`config.mk`:
```
export PLATFORM = sky130hd
export DESIGN_NAME = xt_bus_requester
export DESIGN_NICKNAME = d
export VERILOG_FILES = /design/src/rtl/xt_bus_pkg.sv /design/src/rtl/xt_bus_requester.sv
export SDC_FILE = /design/constraint.sdc
export NUM_CORES = 1
export LEC_CHECK = 0
export ABC_AREA = 1
export CORE_ASPECT_RATIO = 0.6
export CORE_MARGIN = 8
export CORE_UTILIZATION = 28
export DETAILED_ROUTE_END_ITERATION = 10
export GPL_ROUTABILITY_DRIVEN = 0
export MAX_ROUTING_LAYER = met4
export PLACE_DENSITY = 0.57
export SETUP_SLACK_MARGIN = 0.15
export SLEW_MARGIN = 40
export SYNTH_ARGS = -nofsm -noshare
export SYNTH_HDL_FRONTEND = slang
export SYNTH_SLANG_ARGS = --single-unit
```
`constraint.sdc`:
```
create_clock -name clk -period 11.4 [get_ports clk]
set_input_delay 2.28 -clock clk [delete_from_list [all_inputs] [get_ports clk]]
set_output_delay 2.28 -clock clk [all_outputs]
set_load 0.005 [all_outputs]
```
`src/rtl/xt_bus_pkg.sv`:
```
// Shared state encoding, default widths and counter helpers for the XT bus requester.
package xt_bus_pkg;

  localparam int DEF_ADDR_WIDTH    = 32;
  localparam int DEF_DATA_WIDTH    = 32;
  localparam int DEF_GRANT_TIMEOUT = 16;
  localparam int CNT_WIDTH         = 8;

  localparam logic [CNT_WIDTH-1:0] CNT_ZERO = {CNT_WIDTH{1'b0}};
  localparam logic [CNT_WIDTH-1:0] CNT_ONE  = CNT_WIDTH'(1);
  localparam logic [CNT_WIDTH-1:0] CNT_MAX  = {CNT_WIDTH{1'b1}};

  typedef enum logic [1:0] {
    ST_IDLE = 2'd0,
    ST_REQ  = 2'd1,
    ST_XFER = 2'd2,
    ST_RESP = 2'd3
  } state_e;

  // Saturating increment: holds at all-ones instead of wrapping to zero.
  function automatic logic [CNT_WIDTH-1:0] sat_inc(input logic [CNT_WIDTH-1:0] v);
    logic [CNT_WIDTH-1:0] r;
    if (v == CNT_MAX) begin
      r = v;
    end else begin
      r = v + CNT_ONE;
    end
    return r;
  endfunction

endpackage

```
`src/rtl/xt_bus_requester.sv`:
```
// Single-command bus requester: latches a command, arbitrates for the bus,
// performs one transfer and returns a one-cycle response (error on grant timeout).
module xt_bus_requester
  import xt_bus_pkg::*;
#(
  parameter int ADDR_WIDTH    = DEF_ADDR_WIDTH,
  parameter int DATA_WIDTH    = DEF_DATA_WIDTH,
  parameter int GRANT_TIMEOUT = DEF_GRANT_TIMEOUT
) (
  input  logic                  clk,
  input  logic                  rst,
  input  logic                  cmd_valid,
  output logic                  cmd_ready,
  input  logic                  cmd_we,
  input  logic [ADDR_WIDTH-1:0] cmd_addr,
  input  logic [DATA_WIDTH-1:0] cmd_wdata,
  output logic                  rsp_valid,
  output logic [DATA_WIDTH-1:0] rsp_rdata,
  output logic                  rsp_error,
  output logic                  read_req,
  output logic                  write_req,
  input  logic                  read_grant,
  input  logic                  write_grant,
  output logic [ADDR_WIDTH-1:0] bus_addr,
  output logic [DATA_WIDTH-1:0] bus_wdata,
  output logic                  bus_we,
  input  logic [DATA_WIDTH-1:0] bus_rdata,
  input  logic                  bus_ack
);

  localparam logic [CNT_WIDTH-1:0]  TIMEOUT_LAST = CNT_WIDTH'(GRANT_TIMEOUT - 1);
  localparam logic [ADDR_WIDTH-1:0] ADDR_ZERO    = {ADDR_WIDTH{1'b0}};
  localparam logic [DATA_WIDTH-1:0] DATA_ZERO    = {DATA_WIDTH{1'b0}};

  state_e                  state_r, state_s;
  logic [CNT_WIDTH-1:0]    cnt_r, cnt_s;
  logic                    we_r, we_s;
  logic [ADDR_WIDTH-1:0]   addr_r, addr_s;
  logic [DATA_WIDTH-1:0]   wdata_r, wdata_s;
  logic                    grant_s;
  logic                    cmd_ready_s, rsp_valid_s, rsp_error_s;
  logic                    read_req_s, write_req_s, bus_we_s;
  logic [DATA_WIDTH-1:0]   rsp_rdata_s, bus_wdata_s;
  logic [ADDR_WIDTH-1:0]   bus_addr_s;

  // Only the grant matching the latched direction counts.
  always_comb begin
    if (we_r) begin
      grant_s = write_grant;
    end else begin
      grant_s = read_grant;
    end
  end

  // Next state, command latch, timeout counter and response payload.
  always_comb begin
    state_s     = state_r;
    cnt_s       = cnt_r;
    we_s        = we_r;
    addr_s      = addr_r;
    wdata_s     = wdata_r;
    rsp_rdata_s = DATA_ZERO;
    rsp_error_s = 1'b0;
    case (state_r)
      ST_IDLE: begin
        if (cmd_valid) begin
          state_s = ST_REQ;
          cnt_s   = CNT_ZERO;
          we_s    = cmd_we;
          addr_s  = cmd_addr;
          wdata_s = cmd_wdata;
        end else begin
          state_s = ST_IDLE;
        end
      end
      ST_REQ: begin
        if (grant_s) begin
          state_s = ST_XFER;
        end else if (cnt_r >= TIMEOUT_LAST) begin
          state_s     = ST_RESP;
          rsp_error_s = 1'b1;
        end else begin
          cnt_s = sat_inc(cnt_r);
        end
      end
      ST_XFER: begin
        // An ack wins over a simultaneous grant drop.
        if (bus_ack) begin
          state_s = ST_RESP;
          if (!we_r) begin
            rsp_rdata_s = bus_rdata;
          end else begin
            rsp_rdata_s = DATA_ZERO;
          end
        end else if (!grant_s) begin
          state_s = ST_REQ;
          cnt_s   = CNT_ZERO;
        end else begin
          state_s = ST_XFER;
        end
      end
      ST_RESP: state_s = ST_IDLE;
      default: state_s = ST_IDLE;
    endcase
  end

  // Output values for the upcoming state, so every port comes straight from a flop.
  always_comb begin
    cmd_ready_s = 1'b0;
    rsp_valid_s = 1'b0;
    read_req_s  = 1'b0;
    write_req_s = 1'b0;
    bus_we_s    = 1'b0;
    bus_addr_s  = ADDR_ZERO;
    bus_wdata_s = DATA_ZERO;
    case (state_s)
      ST_IDLE: cmd_ready_s = 1'b1;
      ST_REQ: begin
        read_req_s  = !we_s;
        write_req_s = we_s;
      end
      ST_XFER: begin
        read_req_s  = !we_s;
        write_req_s = we_s;
        bus_we_s    = we_s;
        bus_addr_s  = addr_s;
        bus_wdata_s = wdata_s;
      end
      ST_RESP: rsp_valid_s = 1'b1;
      default: cmd_ready_s = 1'b0;
    endcase
  end

  // State, latch and output registers.
  always_ff @(posedge clk or posedge rst) begin
    if (rst) begin
      state_r   <= ST_IDLE;
      cnt_r     <= CNT_ZERO;
      we_r      <= 1'b0;
      addr_r    <= ADDR_ZERO;
      wdata_r   <= DATA_ZERO;
      cmd_ready <= 1'b1;
      rsp_valid <= 1'b0;
      rsp_rdata <= DATA_ZERO;
      rsp_error <= 1'b0;
      read_req  <= 1'b0;
      write_req <= 1'b0;
      bus_addr  <= ADDR_ZERO;
      bus_wdata <= DATA_ZERO;
      bus_we    <= 1'b0;
    end else begin
      state_r   <= state_s;
      cnt_r     <= cnt_s;
      we_r      <= we_s;
      addr_r    <= addr_s;
      wdata_r   <= wdata_s;
      cmd_ready <= cmd_ready_s;
      rsp_valid <= rsp_valid_s;
      rsp_rdata <= rsp_rdata_s;
      rsp_error <= rsp_error_s;
      read_req  <= read_req_s;
      write_req <= write_req_s;
      bus_addr  <= bus_addr_s;
      bus_wdata <= bus_wdata_s;
      bus_we    <= bus_we_s;
    end
  end

endmodule

```
[Word-level counts from Yosys, hierarchy flattened]
Cells that the tools add are included.
Operators by class
  $add $sub $neg: 1
  muxes and demuxes: 33
  magnitude comparators: 1
  reduce and logical (&&, ||, !) cells: 6
  eq/ne operators: 13
Operators by type and width (number)
  32-bit two-way mux: 9
  8-bit two-way mux: 6
  8-bit one-hot mux with 3 select lines: 1
  1-bit two-way mux: 12
  2-bit inequality test (second input constant): 6
  8-bit by 1-bit adder with 8-bit output (second input constant): 1
  2-bit == test (second input constant): 4
  8-bit == test (second input constant): 1
  8-bit by 4-bit greater-or-equal comparator with 1-bit output (second input constant): 1
  2-bit two-way mux: 4
  2-bit one-hot mux with 4 select lines: 1
  7-bit AND reduction: 1
  2-bit by 1-bit == test with 1-bit output (second input constant): 2
  2-bit zero test: 2
  3-bit nonzero test: 1
  2-bit OR reduction: 1
  1-bit zero test: 1
Word-level totals
  bits in registers: 177
  output and inout bits: 102
  word-level logic and storage cells: 68

[Logic depth before layout (Yosys ltp)]
Gate-level depths: netlist (run 1).
  depth after elaboration: 7
  mapped depth: 11

[Least setup slack after synthesis (run 1)]
Ideal clock, no wire load.
  path type: in2reg
  start point: input cmd_valid
  end point: register bus_addr[12]
  path buffers: 3
  stages on the path: 9
  arrival time: 3593 ps
  required time: 11268 ps
  setup slack: 7675 ps
  cells stage by stage: nand2_4 -> buf_4 -> nand3_1 -> inv_1 -> ha_1 -> inv_1 -> clkbuf_1 -> clkbuf_1 -> nor2_1
On the way
  word-level cells in the longest chain between the ends: 4
  elaborated cells between the ends (all ways): 6
  classes of those cells: 1 x eq/ne; 5 x mux
Ends and longest elaborated chain
  start, declared: line xt_bus_requester.sv:12  | input logic cmd_valid,
  1-bit two-way mux: line xt_bus_requester.sv:66  | if (cmd_valid) begin
  2-bit one-hot mux with 4 select lines: line xt_bus_requester.sv:64  | case (state_r)
  net state_s[0]: line xt_bus_requester.sv:35  | state_e state_r, state_s;
  2-bit == test: line xt_bus_requester.sv:116  | case (state_s)
  32-bit two-way mux: line xt_bus_requester.sv:116
  net bus_addr_s[12]: line xt_bus_requester.sv:44  | logic [ADDR_WIDTH-1:0] bus_addr_s;
  end signal, assigned: line xt_bus_requester.sv:163  | bus_addr <= bus_addr_s;
  end, declared: line xt_bus_requester.sv:24  | output logic [ADDR_WIDTH-1:0] bus_addr,
The timed path passes the listed nets, and every way through them passes these cells.
A chain may end at the register's enable or synchronous reset.

[Final worst setup path (run 1)]
Ends and elaborated chain as after synthesis.

==> metrics.md, run 1 <==
| Metric | Value |
|---|---|
| Gr usage total | 0.120 |
| PortBufs | 204 |
| Max-cap violations | 0 |
| VDD IR max | 0.101 mV |
| Final Hold Vio Count | 0 |
| Nets | 930 |
| First-pass GRT wire length | 26700 µm |
| Number of flops mapped to enable cells by yosys | 0 |
| Layout cells sized above 1 | 0.141 |
| Clock Sinks | 177 |
| Chip Width | 216 µm |
| Vias/cell | 3.89 |
| Site Rows | 44 |
| Final setup fails | 0 |
| CTS tree | yes |
| CTS H-tree lvls | 4 |
| Worst skew pair latency | 0.43 ns |
| Min cycle time layout | 4.21 ns |
| Grt total ovfl | 0 |
| Net count after synthesis | 726 |
| Req. time, crit path | 11.67 ns |
| Routed len/inst | 14.7 µm |
| Post-synthesis cell count | 619 |
| Initial antenna violation count | 2 |
| Startpoint Class | input pin |
| Ranking of synthesized cells by area | dfrtp_1 (65%), o21ai_2 (6.9%), inv_1 (6.2%) |
| Pwr per Cell Area | 245 nW/µm² |
| Final Cycle Share | 0.369 |
| Die area | 29400 µm² |
| DRT Wirelength | 17000 µm |
| Async SR Flop Fraction | 1.00 |
| Flops & latches, synth | 177 |
| Max Fclk | 238 MHz |
| Hold Crit Class | reg2reg |
| Drt first pass iters | 5 |
| LEAKAGE | 0.00452 µW |
| ANT nets after route | 0 |
| RSZ-0062 raised after global routing | no |
| Ports | 205 |
| Setup Crit Path Kind | in2reg |
| CP arrival | 4.48 ns |
| Slew headroom | 0.478 |
| Count leader, synth | dfrtp_1 |
| Reg area | 4430 µm² |
| Worst Hold Path Cells | 2 |
| Synth area leader | dfrtp_1 |
| Synth cell types | 27 |
| CTS buffer count | 17 |
| DIE HEIGHT | 136 µm |
| Place WS | 6.68 ns |
| Core ar. | 23900 µm² |
| Vias in the first global route | 4616 |
| Main synth FF type | dfrtp_1 |
| DRT iter0 DRCs | 199 |
| Synth-to-layout area growth | 44.1% |
| Slew Viols, Final | 0 |
| DP HPWL | 11500 µm |
| CTS Root Cell | clkbuf_16 |
| Post-Syn Area | 6730 µm² |
| Post-CTS setup buffer count | 0 |
| # fillers | 2349 |
| Worst-path clk slew | 0.07 ns |
| Initial Utilization | 0.282 |
| Setup crit end kind | flip-flop |
| Most common library cells after synthesis | dfrtp_1 (176), inv_1 (111), nor2_1 (108) |
| Largest net degree at the start of global routing | 111 |
| Post-synth top area share | 0.654 |
| # DRC | 0 |
| Clock buffer depth | 2 |
| Status | finished clean |
| Vias after detailed routing | 4515 |
| Layout Skew | 0.0100 ns |
| Synth Warn # | 0 |
| Setup Total Neg Slack | 0 ns |
| Worst slew pin tran | 0.783 ns |
| Resized Gates After CTS | 0 |
| Syn avg cell area | 10.9 µm² |
| Worst setup margin | 7.19 ns |
| Seq/Total Area, Yosys | 0.658 |
| Reg2reg path depth | 8 |
| Post-CTS Hold Fix Bufs | 0 |
| Area of the multi-input gates | 1680 µm² |
| Max Fanout on Critical Path | 65 |
==> cell usage in the layout (no fill, tap or decap), types with 11 or more instances in the layout <==
master,instances
or2_1,28
inv_1,109
nand2_1,28
o21ai_2,53
nor2_1,108
clkbuf_16,17
dfrtp_1,176
or2_0,32
nand3_1,11
clkdlybuf4s50_1,204
==> power by group <==
part           internal [µW]  switching, µW
Combinational            396            422
Clock                    377            260
Sequential               854           65.5
Total                   1630            748
==> final cells by class <==
class	instances	share of cell area
flip-flops and latches	177	0.457
repair buffers	208	0.214
multi-input cells	300	0.173
inverters	119	0.0478
clock buffers	18	0.0453
well taps	322	0.0415
clock inverters	14	0.0208
diodes	2	0.000516
==> critical path: stages <==
cell	delay, ns
clkdlybuf4s50_1	0.57
nand2_4	0.27
nand3_1	0.24
inv_1	0.08
ha_1	0.20
inv_2	0.04
buf_4	0.60
nor2_1	0.14
==> per-stage QoR <==
step / hold slack [ns] / instances / cell area [µm²] / power (µW) / util
after floorplan: 0.508 / 619 / 6730 / 1390 / -
after global placement: 0.528 / 1126 / 9050 / 1760 / 0.379
after detailed placement: 0.528 / 1126 / 9050 / 1770 / 0.379
after CTS: 0.542 / 1158 / 9690 / 2420 / 0.406
after global routing: 0.554 / 1160 / 9700 / 2540 / 0.406
final: 0.539 / 1160 / 9700 / 2370 / 0.406
==> final timing paths <==
kind / slack (ns) / to / from
max in group asynchronous: 8.08 / bus_wdata[4] / rst
worst max register to register: 9.03 / bus_addr[12] / state_r[0]
worst min-delay path: 0.54 / cnt_r[6] / cnt_r[6]
min in group asynchronous: 2.29 / rsp_rdata[1] / rst
worst min register to register: 0.54 / cnt_r[6] / cnt_r[6]
worst max-delay path: 7.19 / bus_addr[12] / cmd_valid
==> registers in the layout, indices dropped and copies added (netlist names), 2 cells and up <==
name,count
bus_wdata,32
state_r,2
wdata_r,32
rsp_rdata,32
addr_r,32
bus_addr,32
cnt_r,8
==> cell families (layout without fill, tap and decap cells) <==
| family | count (synthesis) | in the layout | synth area share |
|---|---|---|---|
| other | 0 | 2 | 0 |
| adders and majority gates | 4 | 4 | 0.00743 |
| AOI/OAI and AO/OA | 70 | 70 | 0.0831 |
| and+or+nand+nor | 226 | 226 | 0.159 |
| buffers and inverters | 142 | 359 | 0.0920 |
| DFF | 177 | 177 | 0.658 |
==> metal layers <==
layer / vias up / part of all wire / track usage
met5: - / 0 / -
met4: 0 / 0.0092 / 0.0359
met3: 12 / 0.055 / 0.0380
met2: 112 / 0.43 / 0.165
met1: 2137 / 0.51 / 0.166
li1: 2254 / - / -
No activity file was read; power rests on OpenSTA's default activity.
==> inputs of run 2 (changes only) <==
--- a/config.mk
+++ b/config.mk
@@ -12,7 +12,7 @@
 export DETAILED_ROUTE_END_ITERATION = 10
 export GPL_ROUTABILITY_DRIVEN = 0
 export MAX_ROUTING_LAYER = met4
-export PLACE_DENSITY = 0.57
+export PLACE_DENSITY = 0.59
 export SETUP_SLACK_MARGIN = 0.15
 export SLEW_MARGIN = 40
 export SYNTH_ARGS = -nofsm -noshare
==> constraint.sdc (replaced) <==
create_clock -name clk -period 3.8 [get_ports clk]
set_input_delay 0.76 -clock clk [delete_from_list [all_inputs] [get_ports clk]]
set_output_delay 0.76 -clock clk [all_outputs]
set_load 0.005 [all_outputs]
==> run 2 against run 1 <==
  * Flip-flop and latch count stayed put
  * Sequential power increased to 3.0 times the previous value
  * Clock skew grew 0.0033 ns
  * Critical path depth shrank 7
  * Clock-buffer cell count rose by 4
  * Register-to-register slack got worse by 7.2 ns
  * Global-route usage is 0.41 points higher
  * Final cell count is 0.34% higher
  * First-iteration DRC count fell by 11%
  * Utilization fell by 0.17 points
  * Via count grew 1.4%
  * Critical endpoint is now cmd_ready
==> metrics.md, run 2 (synthesis results as in run 1) <==
| Metric | Value |
|---|---|
| Clock buffer depth | 2 |
| Post-CTS Hold Fix Bufs | 0 |
| Chip Width | 216 µm |
| Routed len/inst | 14.8 µm |
| Worst-path cell chain | clkdlybuf4s50_1 |
| FF-to-FF setup slack | 1.82 ns |
| Delay-heaviest family, CP | buffers and inverters |
| Nets | 934 |
| Initial antenna violation count | 2 |
| Setup crit end kind | output port |
| Terminus of the critical flop-to-flop path | bus_addr[12] |
| Resized Gates After CTS | 0 |
| Vias in the first global route | 4749 |
| Slowest-stage cell, CP | clkdlybuf4s50_1 |
| Vias after detailed routing | 4576 |
| Gr usage total | 0.124 |
| Worst skew pair latency | 0.43 ns |
| Startpoint Class | flip-flop |
| Top sig layer | met4 |
| WP depth | 1 |
| Worst setup path start | cmd_ready |
| LEAKAGE | 0.00450 µW |
| DR WL met2 | 7510 µm |
| DRT Wirelength | 17300 µm |
| CP arrival | 1.46 ns |
| WL met1 | 8400 µm |
| Tot Pwr | 6910 µW |
| DRT iter0 DRCs | 177 |
| Buf/Inv on CP | 1 |
| Max Fanout on Critical Path | 1 |
| Req. time, crit path | 3.04 ns |
| Slew headroom | 0.595 |
| ANT nets after route | 0 |
| Layout Skew | 0.0133 ns |
| CP endpoint | cmd_ready |
| Status | finished clean |
| Reg area | 4430 µm² |
| Layout cells sized above 1 | 0.144 |
| Reg2reg start | cnt_r[0] |
| Drt first pass iters | 4 |
| Synth-to-layout area growth | 43.5% |
| Initial Utilization | 0.282 |
| Grt total ovfl | 0 |
| Die area | 29400 µm² |
| Routed wl met3 | 1220 µm |
| Worst Hold Path Cells | 2 |
| Post-CTS setup buffer count | 0 |
| CTS tree | yes |
| # DRC | 0 |
| Final setup fails | 0 |
| CP max stage delay | 0.53 ns |
| Max-cap violations | 0 |
| Final Cycle Share | 0.584 |
| Clock Sinks | 177 |
| Vias/cell | 3.93 |
| First-pass GRT wire length | 27400 µm |
| CTS Root Cell | clkbuf_16 |
| # fillers | 2360 |
| CTS H-tree lvls | 4 |
| PortBufs | 204 |
| Pwr per Cell Area | 716 nW/µm² |
| Slew Viols, Final | 0 |
| Min cycle time layout | 2.22 ns |
| Final Hold Vio Count | 0 |
| RSZ-0062 raised after global routing | no |
| VDD IR max | 0.319 mV |
| Ports | 205 |
| CTS buffer count | 17 |
| DIE HEIGHT | 136 µm |
| Hold Crit Class | reg2reg |
| DP Area | 9100 µm² |
| DP HPWL | 12200 µm |
| Largest net degree at the start of global routing | 79 |
| Commonest cells after routing, fill and taps aside | clkdlybuf4s50_1 (204), dfrtp_1 (176), inv_1 (109) |
| Setup Crit Path Kind | reg2out |
| Final std cell area, no fill | 9660 µm² |
| Commonest non-fill, non-tap cell in the layout | clkdlybuf4s50_1 |
| Max Fclk | 450 MHz |
| Worst slew pin tran | 0.607 ns |
| Reg2reg path depth | 9 |
| Worst-path clk slew | 0.06 ns |
| Setup Total Neg Slack | 0 ns |
| Area of the multi-input gates | 1680 µm² |
| Site Rows | 44 |
| Core ar. | 23900 µm² |
run 2: cell types whose count changed in the layout (fill, tap and decap cells not counted), sizes merged:
cell,delta
buf,+4
bufinv,-4
clkbuf,+4
clkinv,-1
clkinvlp,+2
inv,-1
run 2: worst min path at each step:
stage | startpoint | to
floorplan | cnt_r[4] | cnt_r[4]
global placement | addr_r[11] | addr_r[11]
detailed placement | wdata_r[10] | wdata_r[10]
CTS | cnt_r[6] | cnt_r[6]
global route | cnt_r[7] | cnt_r[7]
finish | cnt_r[6] | cnt_r[6]
run 2: area by class of cell:
cell class	instances	area share
diodes	2	0.000518
clock buffers	22	0.0501
inverters	119	0.0471
clock inverters	10	0.00764
flip-flops and latches	177	0.459
repair buffers	212	0.220
multi-input cells	300	0.174
well taps	322	0.0417
run 2: stage by stage:
step                      setup WS [ns]  hold WS (ns)  utilization  std cells
after CTS                          1.54         0.544        0.404       1162
after detailed placement           1.16         0.529        0.381       1130
after floorplan                   0.774         0.508            -        619
after global placement             1.18         0.530        0.381       1130
final                              1.58         0.542        0.404       1164
after global routing               1.43         0.562        0.404       1164
run 2: tightest hold or removal path, delay by kind of cell (launching register included):
family | cells | cell delay [ns]
DFF | 1 | 0.39
and+or+nand+nor | 1 | 0.04
buffers and inverters | 1 | 0.07
run 2: report_power, final:
group	switching, µW	internal [µW]	leakage [µW]	total [µW]
registers	191	2560	0.00224	2750
clock network	762	914	0.000274	1680
logic	1290	1200	0.00198	2490
total	2240	4670	0.00450	6910
run 2: per-layer routing:
metal	GRT usage	vias up
li1	-	2264
met2	0.171	99
met1	0.166	2201
met3	0.0511	12
met4	0.0314	0
met5	-	-
==> inputs of run 3 (changes only) <==
==> constraint.sdc (replaced) <==
create_clock -name clk -period 1.8 [get_ports clk]
set_input_delay 0.36 -clock clk [delete_from_list [all_inputs] [get_ports clk]]
set_output_delay 0.36 -clock clk [all_outputs]
set_load 0.005 [all_outputs]
==> run 3 against run 2 <==
  * Clock skew is 0.0023 ns lower
  * Utilization is 2.5 points higher
  * Sequential share of layout area is 2.7 points lower
  * Hold slack worse by 0.18 ns
  * Largest cell class unchanged
  * Wire length is 6.2% higher
  * Highest routed layer unchanged
  * First-iteration DRC count is 75% higher
==> metrics.md, run 3 (synthesis results as in run 1) <==
| Metric | Value |
|---|---|
| Top sig layer | met4 |
| Area of the multi-input gates | 1860 µm² |
| CTS buffer count | 17 |
| CP max stage delay | 0.42 ns |
| Chip Width | 216 µm |
| Vias in the first global route | 4935 |
| PortBufs | 204 |
| DP HPWL | 13000 µm |
| Max Fclk | 619 MHz |
| Commonest non-fill, non-tap cell in the layout | dfrtp_1 |
| Layout Skew | 0.0110 ns |
| Vias after detailed routing | 4697 |
| Clock buffer depth | 2 |
| RSZ-0062 raised after global routing | yes |
| Reg area | 4430 µm² |
| Drt first pass iters | 4 |
| Startpoint Class | flip-flop |
| Ports | 205 |
| Worst skew pair latency | 0.43 ns |
| First-pass GRT wire length | 28400 µm |
| Slew Viols, Final | 0 |
| Die area | 29400 µm² |
| Initial antenna violation count | 0 |
| Layout cells sized above 1 | 0.206 |
| Hold Crit Class | in2async |
| VDD IR max | 0.680 mV |
| Post-CTS Hold Fix Bufs | 0 |
| Core ar. | 23900 µm² |
| CP arrival | 1.93 ns |
| WL met1 | 9170 µm |
| Nets | 965 |
| Largest net degree at the start of global routing | 70 |
| Post-Layout Cell Count | 1193 |
| Req. time, crit path | 2.12 ns |
| Worst-path clk slew | 0.07 ns |
| DIE HEIGHT | 136 µm |
| Routed len/inst | 15.4 µm |
| DRT iter0 DRCs | 310 |
| Commonest cells after routing, fill and taps aside | dfrtp_1 (175), inv_1 (107), clkdlybuf4s50_1 (102) |
| Diode count | 0 |
| Placed cell count | 1152 |
| # DRC | 0 |
| CTS tree | yes |
| Grt total ovfl | 0 |
| CTS Root Cell | clkbuf_16 |
| Routed wl met3 | 923 µm |
| Final Hold Vio Count | 0 |
| DR WL met2 | 8100 µm |
| Min Hold Slack | 0.361 ns |
| CTS H-tree lvls | 4 |
| Min cycle time layout | 1.61 ns |
| Delay-heaviest family, CP | flip-flops |
| Max-cap violations | 0 |
| Vias/cell | 3.94 |
| Max Fanout on Critical Path | 6 |
| Worst-path cell chain | ha_4 > nand3_2 > nand3_2 > nand2_2 > nand2_2 > ha_4 > clkinv_8 > buf_12 > clkbuf_16 > nor2_4 |
| # fillers | 2324 |
| DRT Wirelength | 18300 µm |
| Gr usage total | 0.129 |
| Clock Sinks | 177 |
| Setup crit end kind | flip-flop |
| Slowest-stage cell, CP | dfrtp_1 |
| ANT nets after route | 0 |
| Slew headroom | 0.637 |
| Worst slew pin tran | 0.544 ns |
| Status | finished clean |
| Pwr per Cell Area | 1540 nW/µm² |
| Site Rows | 44 |
| Buf/Inv on CP | 3 |
| LEAKAGE | 0.00548 µW |
| Synth-to-layout area growth | 52.4% |
| Setup Crit Path Kind | reg2reg |
| Final Cycle Share | 0.897 |
| Final setup fails | 0 |
| Initial Utilization | 0.282 |
-- run 3: cell count changes in the layout (fill, tap and decap cells not counted), moves of 3 or more --
cell             previous run  this run
dlymetal6s2s_1              0        20
ha_1                        4         1
nand3_1                    11         7
buf_12                      2        11
nor2_4                      1        15
buf_4                       6        25
clkdlybuf4s50_1           204       102
ha_4                        0         3
dlygate4sd2_1               0        82
nand3_2                     1         5
nor2_1                    108        92
bufinv_16                   0         4
clkbuf_8                    4         0
-- run 3: power breakdown --
group	total (µW)	switching (µW)	internal [µW]
Sequential	5800	397	5400
Clock	4020	1660	2360
Combinational	6000	3170	2830
Total	15800	5230	10600
-- run 3: per-stage QoR --
step                      setup TNS, ns  utilization  total power, µW  cell area, µm²  setup slack, ns
final                                 0        0.429            15800           10300            0.185
after CTS                             0        0.418            15700            9990            0.151
after floorplan                 -145.60            -             8970            6810           -0.826
after global routing                  0        0.429            17000           10300            0.110
after global placement           -11.24        0.392            11700            9370           -0.174
after detailed placement         -12.30        0.392            11700            9370           -0.189
-- run 3: worst register-to-register path: cells and delay by family, from the launching register on --
kind	cells	cell delay [ns]
flip-flops	1	0.42
AND/OR/NAND/NOR	5	0.33
buffers and inverters	3	0.37
adder cells (fa/ha/maj)	2	0.37
-- run 3: layer usage --
layer,global-route usage,vias up
li1,-,2325
met1,0.180,2247
met2,0.178,112
met3,0.0402,13
met4,0.0337,0
met5,-,-
-- run 3: final timing paths --
kind	start	endpoint	slack (ns)	cells after the start
worst max-delay path	cnt_r[0]	bus_addr[16]	0.19	10
worst min-delay path	rst	rsp_rdata[15]	0.36	3
worst max register to register	cnt_r[0]	bus_addr[16]	0.19	10
worst min register to register	addr_r[11]	addr_r[11]	0.54	3
max in group asynchronous	rst	cmd_ready	0.95	4
min in group clk	bus_rdata[26]	rsp_rdata[26]	0.44	3
-- run 3: final cells by class --
type	instances	share of cell area
Tap cell	322	0.0393
Sequential cell	177	0.432
Timing Repair Buffer	243	0.240
Clock inverter	13	0.0193
Multi-Input combinational cell	300	0.181
Clock buffer	19	0.0422
Inverter	119	0.0464
-- run 3: what timing repair did --
action,4_1_cts,5_1_grt
endpoints found under the setup margin,147,90
setup buffers,3,4
gates cloned,1,1
pin swaps,3,16
gates resized for setup,92,61
